$ cat config.mk
export PLATFORM = sky130hd
export DESIGN_NAME = lora_bcd_convert_flat
export DESIGN_NICKNAME = d
export VERILOG_FILES = /design/src/rtl/lora_bcd_convert_if.sv /design/src/rtl/lora_bcd_convert.sv /design/src/flat_wrapper.sv
export SDC_FILE = /design/constraint.sdc
export NUM_CORES = 1
export LEC_CHECK = 0
export CORE_MARGIN = 4
export CORE_UTILIZATION = 42
export DETAILED_ROUTE_END_ITERATION = 8
export GPL_TIMING_DRIVEN = 0
export HOLD_SLACK_MARGIN = 0.03
export PLACE_DENSITY = 0.62
export SLEW_MARGIN = 25
export SYNTH_ARGS = -nofsm -noshare
export SYNTH_HDL_FRONTEND = slang
export SYNTH_SLANG_ARGS = --single-unit
$ cat constraint.sdc
create_clock -name clk -period 4.1 [get_ports clk]
set_clock_uncertainty 0.15 [all_clocks]
set_input_delay 0.82 -clock clk [delete_from_list [all_inputs] [get_ports clk]]
set_output_delay 0.82 -clock clk [all_outputs]
set_load 0.02 [all_outputs]
$ cat src/rtl/lora_bcd_convert_if.sv
// ============================================================================
// lora_bcd_convert_if : request/result bundle for the binary-to-BCD converter
// Rev 1.0
// ============================================================================
`default_nettype none

interface lora_bcd_convert_if #(
  parameter int BIN_W  = 16,
  parameter int DIGITS = 5
);
  logic [BIN_W-1:0]    bin_in;
  logic                start;
  logic                busy;
  logic [4*DIGITS-1:0] bcd_out;
  logic                valid;
  logic                ovf;

  modport master (output bin_in, start, input busy, bcd_out, valid, ovf);
  modport slave  (input bin_in, start, output busy, bcd_out, valid, ovf);
endinterface

`default_nettype wire

$ cat src/rtl/lora_bcd_convert.sv
// ============================================================================
// lora_bcd_convert : iterative shift-add-3 binary to packed BCD converter.
// Optional periodic self-capture when AUTO_SAMPLE_EN is defined.
// Rev 1.0
// ============================================================================
`default_nettype none

module lora_bcd_convert #(
  parameter int BIN_W         = 16,
  parameter int DIGITS        = 5,
  parameter int SAMPLE_CYCLES = 50_000_000
) (
  input  wire logic         clk,
  input  wire logic         rst_n,
  lora_bcd_convert_if.slave bus
);

  localparam int BCD_W = 4 * DIGITS;
  localparam int CNT_W = $clog2(BIN_W + 1);
  localparam logic [CNT_W-1:0] CNT_LAST = CNT_W'(BIN_W - 1);

  typedef enum logic [1:0] {
    S_IDLE  = 2'd0,
    S_SHIFT = 2'd1,
    S_DONE  = 2'd2
  } state_t;

  state_t             state_q, state_d;
  logic [BIN_W-1:0]   bin_sr_q, bin_sr_d;
  logic [BCD_W-1:0]   bcd_work_q, bcd_work_d;
  logic [CNT_W-1:0]   cnt_q, cnt_d;
  logic               ovf_work_q, ovf_work_d;
  logic               busy_q, busy_d;
  logic               valid_q, valid_d;
  logic               ovf_q, ovf_d;
  logic [BCD_W-1:0]   bcd_out_q, bcd_out_d;
  logic [BCD_W-1:0]   bcd_adj;
  logic               tick;
  logic               req;

`ifdef AUTO_SAMPLE_EN
  localparam int SMP_W = (SAMPLE_CYCLES > 1) ? $clog2(SAMPLE_CYCLES) : 1;
  localparam logic [SMP_W-1:0] SMP_LAST = SMP_W'(SAMPLE_CYCLES - 1);

  logic [SMP_W-1:0] smp_cnt_q, smp_cnt_d;

  assign tick = (smp_cnt_q == SMP_LAST);

  always_comb begin
    smp_cnt_d = tick ? '0 : smp_cnt_q + SMP_W'(1);
  end

  always_ff @(posedge clk or negedge rst_n) begin
    if (!rst_n) smp_cnt_q <= '0;
    else        smp_cnt_q <= smp_cnt_d;
  end
`else
  // Period is meaningless without the sampler; keep the parameter referenced.
  logic unused_sample_cycles;
  assign unused_sample_cycles = (SAMPLE_CYCLES > 0);
  assign tick = 1'b0;
`endif

  assign req = bus.start | tick;

  // Add-3 correction on every digit before the shift.
  always_comb begin
    bcd_adj = '0;
    for (int i = 0; i < DIGITS; i++) begin
      bcd_adj[4*i +: 4] = bcd_work_q[4*i +: 4] +
                          ((bcd_work_q[4*i +: 4] >= 4'd5) ? 4'd3 : 4'd0);
    end
  end

  always_comb begin
    state_d    = state_q;
    bin_sr_d   = bin_sr_q;
    bcd_work_d = bcd_work_q;
    cnt_d      = cnt_q;
    ovf_work_d = ovf_work_q;
    busy_d     = busy_q;
    valid_d    = 1'b0;
    ovf_d      = ovf_q;
    bcd_out_d  = bcd_out_q;
    case (state_q)
      S_IDLE: begin
        if (req) begin
          state_d    = S_SHIFT;
          bin_sr_d   = bus.bin_in;
          bcd_work_d = '0;
          cnt_d      = '0;
          ovf_work_d = 1'b0;
          busy_d     = 1'b1;
        end
      end
      S_SHIFT: begin
        bcd_work_d = {bcd_adj[BCD_W-2:0], bin_sr_q[BIN_W-1]};
        bin_sr_d   = bin_sr_q << 1;
        ovf_work_d = ovf_work_q | bcd_adj[BCD_W-1];
        cnt_d      = cnt_q + CNT_W'(1);
        if (cnt_q == CNT_LAST) state_d = S_DONE;
      end
      S_DONE: begin
        bcd_out_d = bcd_work_q;
        ovf_d     = ovf_work_q;
        valid_d   = 1'b1;
        busy_d    = 1'b0;
        state_d   = S_IDLE;
      end
      default: begin
        state_d = S_IDLE;
        busy_d  = 1'b0;
      end
    endcase
  end

  always_ff @(posedge clk or negedge rst_n) begin
    if (!rst_n) begin
      state_q    <= S_IDLE;
      bin_sr_q   <= '0;
      bcd_work_q <= '0;
      cnt_q      <= '0;
      ovf_work_q <= 1'b0;
      busy_q     <= 1'b0;
      valid_q    <= 1'b0;
      ovf_q      <= 1'b0;
      bcd_out_q  <= '0;
    end else begin
      state_q    <= state_d;
      bin_sr_q   <= bin_sr_d;
      bcd_work_q <= bcd_work_d;
      cnt_q      <= cnt_d;
      ovf_work_q <= ovf_work_d;
      busy_q     <= busy_d;
      valid_q    <= valid_d;
      ovf_q      <= ovf_d;
      bcd_out_q  <= bcd_out_d;
    end
  end

  assign bus.busy    = busy_q;
  assign bus.valid   = valid_q;
  assign bus.ovf     = ovf_q;
  assign bus.bcd_out = bcd_out_q;

endmodule

`default_nettype wire

$ cat src/flat_wrapper.sv
// flat-port wrapper written by rule: the top's interface ports become plain ports
module lora_bcd_convert_flat 
#(
  parameter int BIN_W         = 16,
  parameter int DIGITS        = 5,
  parameter int SAMPLE_CYCLES = 50_000_000
)
  (clk, rst_n, bus_bin_in, bus_start, bus_busy, bus_bcd_out, bus_valid, bus_ovf);
  lora_bcd_convert_if #(.BIN_W(BIN_W), .DIGITS(DIGITS)) bus_i ();
  input  wire logic clk;
  input  wire logic rst_n;
  input wire logic [$bits(bus_i.bin_in)-1:0] bus_bin_in;
  input wire logic [$bits(bus_i.start)-1:0] bus_start;
  output wire logic [$bits(bus_i.busy)-1:0] bus_busy;
  output wire logic [$bits(bus_i.bcd_out)-1:0] bus_bcd_out;
  output wire logic [$bits(bus_i.valid)-1:0] bus_valid;
  output wire logic [$bits(bus_i.ovf)-1:0] bus_ovf;
  assign bus_i.bin_in = bus_bin_in;
  assign bus_i.start = bus_start;
  assign bus_busy = bus_i.busy;
  assign bus_bcd_out = bus_i.bcd_out;
  assign bus_valid = bus_i.valid;
  assign bus_ovf = bus_i.ovf;
  lora_bcd_convert #(.BIN_W(BIN_W), .DIGITS(DIGITS), .SAMPLE_CYCLES(SAMPLE_CYCLES)) u_core (.clk(clk), .rst_n(rst_n), .bus(bus_i));
endmodule
### Word-level counts from Yosys, hierarchy flattened

Cells that the tools add are included.
W data, S select, Z words.

| operators by class | value |
|---|---|
| $add $sub $neg | 6 |
| $mul | 0 |
| divide/modulo/power cells | 0 |
| $lt $le $gt $ge | 5 |
| equality and inequality tests | 5 |
| shifts and indexed selects | 0 |
| mux-type cells | 19 |
| bitwise logic cells | 2 |
| reductions and logical operators | 5 |

Operators with widths:

| cell | count |
|---|---|
| $pmux W20 S2 | 1 |
| $pmux W16 S2 | 1 |
| $add A4 B4 Y4 | 5 |
| $ge A4 B3 Y1 const B | 5 |
| $mux W20 | 1 |
| $mux W16 | 1 |
| $mux W2 | 7 |
| $pmux W5 S2 | 1 |
| $reduce_and A2 Y1 | 3 |
| $add A5 B1 Y5 const B | 1 |
| $eq A5 B4 Y1 const B | 1 |
| $mux W5 | 1 |
| $pmux W1 S2 | 2 |
| $pmux W2 S2 | 1 |
| $mux W1 | 3 |
| $eq A2 B1 Y1 const B | 1 |
| $eq A2 B2 Y1 const B | 1 |
| $logic_not A2 Y1 | 1 |
| $ne A2 B1 Y1 const B | 1 |
| $ne A2 B2 Y1 const B | 1 |
| $reduce_bool A2 Y1 | 1 |
| $not A1 Y1 | 1 |
| $or A1 B1 Y1 | 1 |

| storage, ports and cells | value |
|---|---|
| flip-flop bits (word level) | 67 |
| latch bits | 0 |
| bits in writable memories | 0 |
| memory bits (read-only) | 0 |
| bits of input ports | 19 |
| output and inout port bits | 23 |
| word-level logic and storage cells | 51 |
| memories | 0 |

### Depth between registers and ports, before layout

Gate-level depths: netlist of the first run.

| logic depth | value |
|---|---|
| word-level depth | 5 |
| mapped depth | 7 |
| depth with buffers taken out | 7 |

### Worst setup path after synthesis of the first run

No wires, ideal clock.

| timing path | value |
|---|---|
| path type | reg-to-reg |
| from | register u_core.bcd_work_q[5] |
| to | register u_core.bcd_work_q[6] |
| library setup time | 0.121 ns |
| arrival time | 1.540 ns |
| data required time | 3.829 ns |
| path slack | 2.289 ns |
| cell stages (with the launch flop) | 6 |
| buffers on the path | 0 |
| period minus slack after synthesis | 1.811 ns |
| cells stage by stage | dfrtp_1 -> o21ai_0 -> nand2b_1 -> ha_1 -> fa_1 -> a22o_1 |

| on the way | value |
|---|---|
| cells in the longest elaborated chain, start to end | 4 |

RTL lines:

| item | line | RTL |
|---|---|---|
| from (decl) | lora_bcd_convert.sv:30 | `logic [BCD_W-1:0] bcd_work_q, bcd_work_d;` |
| from (signal assigned) | lora_bcd_convert.sv:131 | `bcd_work_q <= bcd_work_d;` |
| $ge A4 B3 Y1 | lora_bcd_convert.sv:71 | `((bcd_work_q[4*i +: 4] >= 4'd5) ? 4'd3 : 4'd0);` |
| $mux W2 | lora_bcd_convert.sv:71 |  |
| $add A4 B4 Y4 (*) | lora_bcd_convert.sv:70 | `bcd_adj[4*i +: 4] = bcd_work_q[4*i +: 4] +` |
| $pmux W20 S2 (*) | lora_bcd_convert.sv:85 | `case (state_q)` |

Every way passes the cells marked *; elsewhere a longest branch is shown, timed or not.
A chain may end at the register's enable or synchronous reset.

### Final worst setup path of the first run

| timing path | value |
|---|---|
| from | register u_core.bcd_out_q[9] (netlist: u_core.bus.bcd_out[9]) |
| to | output port bus_bcd_out[9] |

RTL lines:

| item | line | RTL |
|---|---|---|
| from (decl) | lora_bcd_convert.sv:36 | `logic [BCD_W-1:0] bcd_out_q, bcd_out_d;` |
| from (signal assigned) | lora_bcd_convert.sv:137 | `bcd_out_q <= bcd_out_d;` |
| to (decl) | flat_wrapper.sv:15 | `output wire logic [$bits(bus_i.bcd_out)-1:0] bus_bcd_out;` |

No word-level cell between the ends.

==> results of run 1 <==
## final timing paths
| path | startpoint | end | slack (ps) | cells past startpoint |
|---|---|---|---|---|
| min in group clk | u_core.cnt_q[3]$_DFFE_PN0P_ | u_core.cnt_q[3]$_DFFE_PN0P_ | 320 | 1 |
| max | u_core.bus.bcd_out[9]$_DFFE_PN0P_ | bus_bcd_out[9] | 1820 | 1 |
| max in group asynchronous | rst_n | u_core.bin_sr_q[13]$_DFFE_PN0P_ | 3020 | 2 |
| min reg2reg | u_core.cnt_q[3]$_DFFE_PN0P_ | u_core.cnt_q[3]$_DFFE_PN0P_ | 320 | 1 |
| min | rst_n | u_core.bus.bcd_out[12]$_DFFE_PN0P_ | 240 | 1 |
| max reg2reg | u_core.bcd_work_q[13]$_DFFE_PN0P_ | u_core.bcd_work_q[14]$_DFFE_PN0P_ | 2150 | 5 |
## state kept, by name, indices dropped and copies added (netlist names)
signal / flops
u_core.bin_sr_q: 16
u_core.state_q: 2
u_core.ovf_work_q: 1
u_core.cnt_q: 5
u_core.bus.bcd_out: 20
u_core.bus.valid: 1
u_core.bus.busy: 1
u_core.bcd_work_q: 20
u_core.bus.ovf: 1
## per-layer routing
metal,wire length [µm],track usage (%)
met2,3118,25.53
met5,0,0
met4,94,5.656
met3,338,3.187
met1,3157,24.09
## per-stage QoR
step	area [µm²]	total power, mW	utilization [%]	std cells	hold slack, ps
2_1_floorplan	3136	2.213	-	283	280.9
4_1_cts	3866	3.253	53.30	439	244.2
5_1_grt	3866	3.511	53.30	439	254.3
3_5_place_dp	3687	2.741	50.84	424	305.2
3_3_place_gp	3670	2.679	50.60	423	304.0
6_report	3866	3.213	53.30	439	239.1
## synth_stat cells (2+ instances only)
cell type  number  area [µm²]
dfrtp_1        67        1677
nand2_1        39       146.4
o21ai_0        39       195.2
inv_1          18       67.56
a22oi_1        13       97.59
mux2_2         13       146.4
ha_1           12       150.1
a22o_1          9       78.83
buf_2           8       40.04
nand2b_1        7       43.79
buf_4           5       37.54
fa_1            5       100.1
a21o_1          4       30.03
a21oi_1         4       20.02
a32oi_1         4       35.03
clkbuf_1        4       15.01
nand4b_1        4       35.03
o211ai_1        4       30.03
mux2i_1         3       30.03
xor2_1          3       26.28
and3b_1         2       17.52
nor2_1          2       7.510
nor2b_1         2       12.51
xnor2_1         2       17.52
## cell usage in the layout (no fill, tap or decap), types with 2 or more instances in the layout
cell type,count
a21o_1,4
a21oi_1,4
a22o_1,9
a22oi_1,13
a32oi_1,4
and3b_1,2
buf_2,8
buf_4,6
clkbuf_1,5
clkbuf_8,12
clkdlybuf4s50_1,40
clkinv_2,2
dfrtp_1,67
fa_1,5
ha_1,12
inv_1,18
mux2_2,13
mux2i_1,3
nand2_1,39
nand2b_1,7
nand4b_1,4
nor2_1,2
nor2b_1,2
o211ai_1,4
o21ai_0,39
xnor2_1,2
xor2_1,3
## final cells by class
cell class	instances	area (µm²)
buffer	17	92.59
clock buffer	13	168.9
clock inverter	2	10.01
fill	673	3387
inverter	18	67.56
multi-input combinational	181	1299
sequential	67	1677
tap	99	123.9
timing repair buffer	42	427.9
## cell families after synthesis
| logic type | Yosys count | share of synthesized area [%] |
|---|---|---|
| buffers and inverters | 35 | 5.108 |
| multiplexers | 16 | 5.627 |
| flip-flops | 67 | 53.47 |
| XOR/XNOR | 5 | 1.397 |
| AO/OA/AOI/OAI | 82 | 16.84 |
| AND/OR/NAND/NOR | 61 | 9.577 |
| adder cells (fa/ha/maj) | 17 | 7.981 |
## power by group through the flow
stage	Combinational [mW]	Sequential, mW	Clock (mW)
final	1.49	1.22	0.500
after global routing	1.70	1.27	0.549
after CTS	1.52	1.22	0.517
after detailed placement	1.51	1.23	0
after global placement	1.46	1.22	0
after floorplan	0.914	1.30	0
==> results.md, run 1 <==
Run status:
- The run finished with clean final reports.

GRT:
- The number of global-route vias before repair is 2288.
- The overall track demand over capacity in global routing is 16.76%.
- Entering global routing, the biggest net connects 42 pins.
- The overflow left after global routing is 0.
- The first global-routing pass estimated 11600 µm of wire.
- The number of antenna violations at the first check in global routing is 0.

Worst setup path:
- The startpoint kind of the worst setup timing path is a flop.
- The data required time at the worst endpoint is 3130 ps.
- The worst-path cell with the longest stage delay is clkdlybuf4s50_1.
- The type of the worst setup path is flop to output port.
- Grouping stages by cell kind, the critical path spends the most delay in buffers and inverters.
- The maximum cell stage delay along the critical path is 610 ps.
- The largest fanout of any net on the critical path is 2.
- Traced cell by cell, the critical path runs through clkdlybuf4s50_1.
- For the worst setup path, the data arrival time is 1310 ps.
- The number of buffers and inverters on the critical path is 1.
- The type of destination of the critical path is an output port.

STA:
- The number of max-slew violations in the final report is 0.
- The final cycle utilization of the critical path is 55.63%.
- Headroom to the max-slew limit came out at 67.91%.
- Subtracting the final worst setup slack from the clock period gives 2281 ps.
- Adding up every negative setup slack in the final design gives 0 ps.
- Setup repair after global routing left no endpoint under its margin.
- The worst path setup slack after routing is 1819 ps.
- Static timing analysis puts the maximum clock frequency at 438.4 MHz.
- The slew at the pin with the worst max-slew slack is 481.4 ps.
- The final number of setup-violating endpoints is 0.
- The hold violation total from the final report is 0.

Detailed routing:
- The DRC violation count after routing is 0.
- For this block, the initial DRC count from the detailed router was 125.
- The first-pass iteration count of the detailed router is 4.
- The overall routed net length is 6709 µm.
- The post-route antenna net violation count is 0.
- The wire length per cell is 15.28 µm.
- The overall via count from detail_route is 2299.
- Dividing the detail-routed via count by the number of cells gives 5.237.

Logic synthesis:
- In this run the cell area of the synthesized design comes to 3136 µm².
- Synthesis produced a netlist with a net count of 319.
- The register bit total from synthesis is 67.
- Counting flops with a built-in enable in the synthesized netlist gives 0.
- The distinct cell type count after synthesis is 34.
- The async set or reset register ratio after synthesis is 100.0%.
- The flip-flop cell with the highest count after synthesis is dfrtp_1.
- The post-synthesis area per instance is 11.08 µm².
- The count of yosys warnings during synthesis is 0.
- Sequential elements use 53.47% of the synthesized area.
- The post-synthesis instance total is 283.

Clocking:
- In this run the clock root is driven by a clkbuf_8.
- The maximum number of buffers from clock root to sink is 2.
- The number of hold buffers added after cts is 0.
- The number of H-tree levels is 3.
- The number of buffers inserted to repair setup after CTS is 0.
- The TritonCTS clock tree is done.
- The number of CTS-inserted buffers is 9.
- The number of clock sinks is 67.
- For the worst-skew pair, the clock arrives at the later sink with an insertion delay of 330 ps.
- The register clock-pin slew on the reported worst setup and hold paths is 70 ps.
- Once the clock tree was built, the resizer swapped 0 gates to a different size.

Power and ir drop:
- The power per unit of standard cell area is 831.1 nW/µm².
- The logic gate share of total power is 46.5%.
- The switching power is 1.233 mW.
- The power share of the sequential group is 37.9%.
- The switching portion of total power is 38.39%.
- The cell internal power dissipation is 1.980 mW.
- The clock network burns 15.5% of the power.
- VDD sags by at most 287.8 µV.
- The analysis attributes to cell leakage a power of 1.726 nW.

Die:
- The number of placed I/O pins is 42.
- The starting utilization of the core area is 43.23%.
- The horizontal extent of the die is 94.41 µm.
- The number of placement rows is 31.
- The y dimension of the die is 94.41 µm.
- The core region is 7253 µm².
- The floorplan step defined a die boundary enclosing 8912 µm².

Final layout:
- Compared with the post-synthesis result, the final layout area differs by 23.30%.
- Of the cells placed in the final design, the portion with a size suffix greater than 1 is 12.35%.
- At the end of the flow, the number of nets in the layout was 372.
- 0 antenna diodes ended up in the layout.

Run:
- The reported max-cap violation count is 0.

Place:
- Prior to clock tree synthesis, the placed netlist has a worst setup slack of 1686 ps.
- The count of buffers added on input and output ports is 41.
- Routability-driven placement finished with a final weighted congestion of 0.7968.
- The HPWL after detailed placement is 4650 µm.

Worst hold path:
- The path class of the tightest hold or removal check is input pin to asynchronous set/reset pin.
Note: power is estimated with default switching activity, not from simulation.
==> run 2, diff against run 1 <==
==> constraint.sdc (replaced) <==
create_clock -name clk -period 2.4 [get_ports clk]
set_clock_uncertainty 0.15 [all_clocks]
set_input_delay 0.48 -clock clk [delete_from_list [all_inputs] [get_ports clk]]
set_output_delay 0.48 -clock clk [all_outputs]
set_load 0.02 [all_outputs]
==> run 2 against run 1 <==
  * Wire length is 1.1% higher
  * Sequential power increased by 70%
  * Final cell count is 0.23% higher
  * Critical path type is now flop to flop
  * Largest power group unchanged
==> results.md, run 2 (same netlist as run 1, synthesis figures left out) <==
Detailed routing:
- The overall via count from detail_route is 2311 (+0.52%).
- The DRC violation count after routing came to 0 (unchanged).
- The post-detailed-route via-to-cell ratio is 5.252 (+0.29%).
- The first-pass iteration count of the detailed router is 4 (unchanged).
- The number of DRC markers in iteration 0 was 89 (-29%).
- The overall routed net length is 6780 µm (+1.1%).
- The post-route antenna net violation count is 0 (unchanged).
- The wire length per cell came to 15.41 µm (+0.83%).

Worst setup path:
- The reg-to-reg setup timing slack came to 450 ps (-1700 ps).
- The largest fanout of any net on the critical path is 6 (+4).
- The startpoint kind of the worst setup timing path is a flop.
- The data required time at the worst endpoint is 2470 ps (-660 ps).
- STA classifies the critical path endpoint as a flop.
- The critical register-to-register path startpoint is u_core.bcd_work_q[13]$_DFFE_PN0P_.
- The count of cells along the worst register-to-register path was 5 (unchanged).
- The worst path arrival time is 2020 ps (+710 ps).
- The type of the worst setup path is flop to flop.
- The end of the worst register-to-register path is u_core.bcd_work_q[14]$_DFFE_PN0P_.

GRT:
- The layer flagged by global routing as most heavily used is met2.
- The first-pass GRT wire length is 11650 µm (+0.42%).
- The number of antenna violations at the first check in global routing is 0 (unchanged).
- The pin count of the biggest net entering global routing is 42 (unchanged).
- The overall track demand over capacity in global routing was 16.84% (+0.085 points).
- The met2 demand-to-capacity share in global routing is 25.59% (+0.059 points).
- The global-route track usage on met3 is 3.187% (unchanged).
- The overflow left after global routing was 0 (unchanged).
- The global-route track usage on met1 was 24.29% (+0.21 points).
- The number of global-route vias before repair came to 2287 (-0.044%).

STA:
- The clock period could shrink to 1954 ps.
- The timing-limited maximum frequency is 511.8 MHz.
- The worst path setup slack after routing was 446.0 ps (-1373 ps).
- After layout, the worst path uses 81.42% of the clock period.
- The post-route worst hold slack is 320.1 ps (+81.02 ps).
- The final number of setup-violating endpoints is 0 (unchanged).
- Setup repair after global routing left no endpoint under its margin.
- The slew at the pin with the worst max-slew slack is 475.0 ps (-6.408 ps).
- The headroom to the max-slew limit is 68.34% (+0.43 points).
- The sum of negative setup slack is 0 ps (unchanged).
- The hold violation total from the final report came to 0 (unchanged).
- The number of max-slew violations in the final report is 0 (unchanged).

Place:
- The number of input and output port buffers inserted is 41 (unchanged).
- The last weighted congestion value of the routability-driven placer is 0.7968 (unchanged).
- The detailed-placement wirelength estimate is 4650 µm (unchanged).
- The worst slack at placement came to 325.8 ps (-1360 ps).

Clocking:
- The register clock-pin slew on the reported worst setup and hold paths is 70 ps (about the same).
- The maximum number of buffers from clock root to sink is 2 (unchanged).
- The number of resized instances in the post-cts repair step is 0 (unchanged).
- The number of H-tree levels was 3 (unchanged).
- The cell chosen for the clock root is clkbuf_8.
- The TritonCTS clock tree is done.
- The worst-skew pair later-pin latency was 330 ps (about the same).
- The number of clock sinks is 67 (unchanged).
- The number of CTS-inserted buffers is 9 (unchanged).
- The number of buffers inserted to repair setup after CTS is 0 (unchanged).
- The number of hold buffers added after cts is 1 (+1).

Die:
- The starting utilization of the core area is 43.23% (unchanged).
- The placeable core region is 7253 µm² (unchanged).
- The y dimension of the die is 94.41 µm (unchanged).
- The horizontal extent of the die came to 94.41 µm (unchanged).
- The area of the die is 8912 µm² (unchanged).
- The number of placement rows came to 31 (unchanged).
- The number of placed I/O pins is 42 (unchanged).

Final layout:
- The count of fill cells added during filler insertion is 672 (-0.15%).
- The most frequent standard cell in the layout excluding fill and tap cells is dfrtp_1.
- The number of inserted diodes is 0 (unchanged).
- The synthesis-to-finish area growth is 23.62%.
- The fraction of final layout cells with drive strength greater than 1 is 12.32% (-0.036 points).
- The final core utilization is 53.44% (+0.14 points).
- The net count of the finished layout is 373 (+0.27%).
- In the layout the commonest cells are 67 x dfrtp_1, 40 x clkdlybuf4s50_1, 39 x o21ai_0, 39 x nand2_1, 18 x inv_1.

Power and ir drop:
- The overall power is 5.491 mW (+71%).
- The static leakage was 1.731 nW (+0.24%).
- The power per unit of standard cell area is 1417 nW/µm² (+70%).
- The peak supply drop was 491.9 µV (+71%).

Worst hold path:
- Counting instances, the worst hold path has a depth of 1.
- The class of the most critical hold timing path is flop to flop.
- The hold path startpoint is u_core.cnt_q[3]$_DFFE_PN0P_.
- For hold timing, the worst endpoint is u_core.cnt_q[3]$_DFFE_PN0P_.

Run:
- The reported max-cap violation count is 0 (unchanged).

Run status:
- The flow ran to the end, and the final reports show no timing, DRC or antenna violations.
[run 2: metrics by stage]
step	instances	cell area (µm²)
final	440	3876
after global routing	440	3876
after CTS	440	3876
after detailed placement	424	3687
after global placement	423	3670
after floorplan	283	3136
[run 2: routing by layer]
layer  vias up  part of all wire (%)  routed length (µm)
met4         0                   1.4                  94
li1       1096                     -                   -
met5         -                     0                   0
met2        53                    47                3159
met3         9                   4.1                 280
met1      1153                    48                3245
[run 2: area by class of cell]
class / count / area [µm²] / share of cell area, %
clock buffers: 13 / 168.9 / 4.358
well taps: 99 / 123.9 / 3.196
plain buffers: 17 / 92.59 / 2.389
multi-input cells: 181 / 1299 / 33.51
flip-flops and latches: 67 / 1677 / 43.25
clock inverters: 2 / 10.01 / 0.2582
repair buffers: 43 / 437.9 / 11.30
inverters: 18 / 67.56 / 1.743
[run 2: worst max path at each step]
stage | from | to | slack (ps) | cells after the start
2_1_floorplan | u_core.bcd_work_q[5]$_DFFE_PN0P_ | u_core.bcd_work_q[6]$_DFFE_PN0P_ | 590 | 5
3_3_place_gp | rst_n | u_core.bus.busy$_DFFE_PN0P_ | -1570 | 1
3_5_place_dp | bus_start | u_core.ovf_work_q$_DFFE_PN0P_ | 330 | 5
4_1_cts | u_core.bcd_work_q[13]$_DFFE_PN0P_ | u_core.bcd_work_q[14]$_DFFE_PN0P_ | 430 | 5
5_1_grt | u_core.bcd_work_q[13]$_DFFE_PN0P_ | u_core.bcd_work_q[15]$_DFFE_PN0P_ | 300 | 6
6_report | u_core.bcd_work_q[13]$_DFFE_PN0P_ | u_core.bcd_work_q[14]$_DFFE_PN0P_ | 450 | 5
[run 2: power by group]
group	total (mW)	internal, mW	switching [mW]
logic	2.55	1.26	1.29
registers	2.08	1.67	0.417
clock network	0.854	0.451	0.403
total	5.49	3.38	2.11
[run 2: worst max-delay path, stage by stage, from the launching register on]
cell      delay [ps]
dfrtp_1          450
o21ai_0          190
nand2b_1         140
ha_1             240
fa_1             450
a22o_1           220
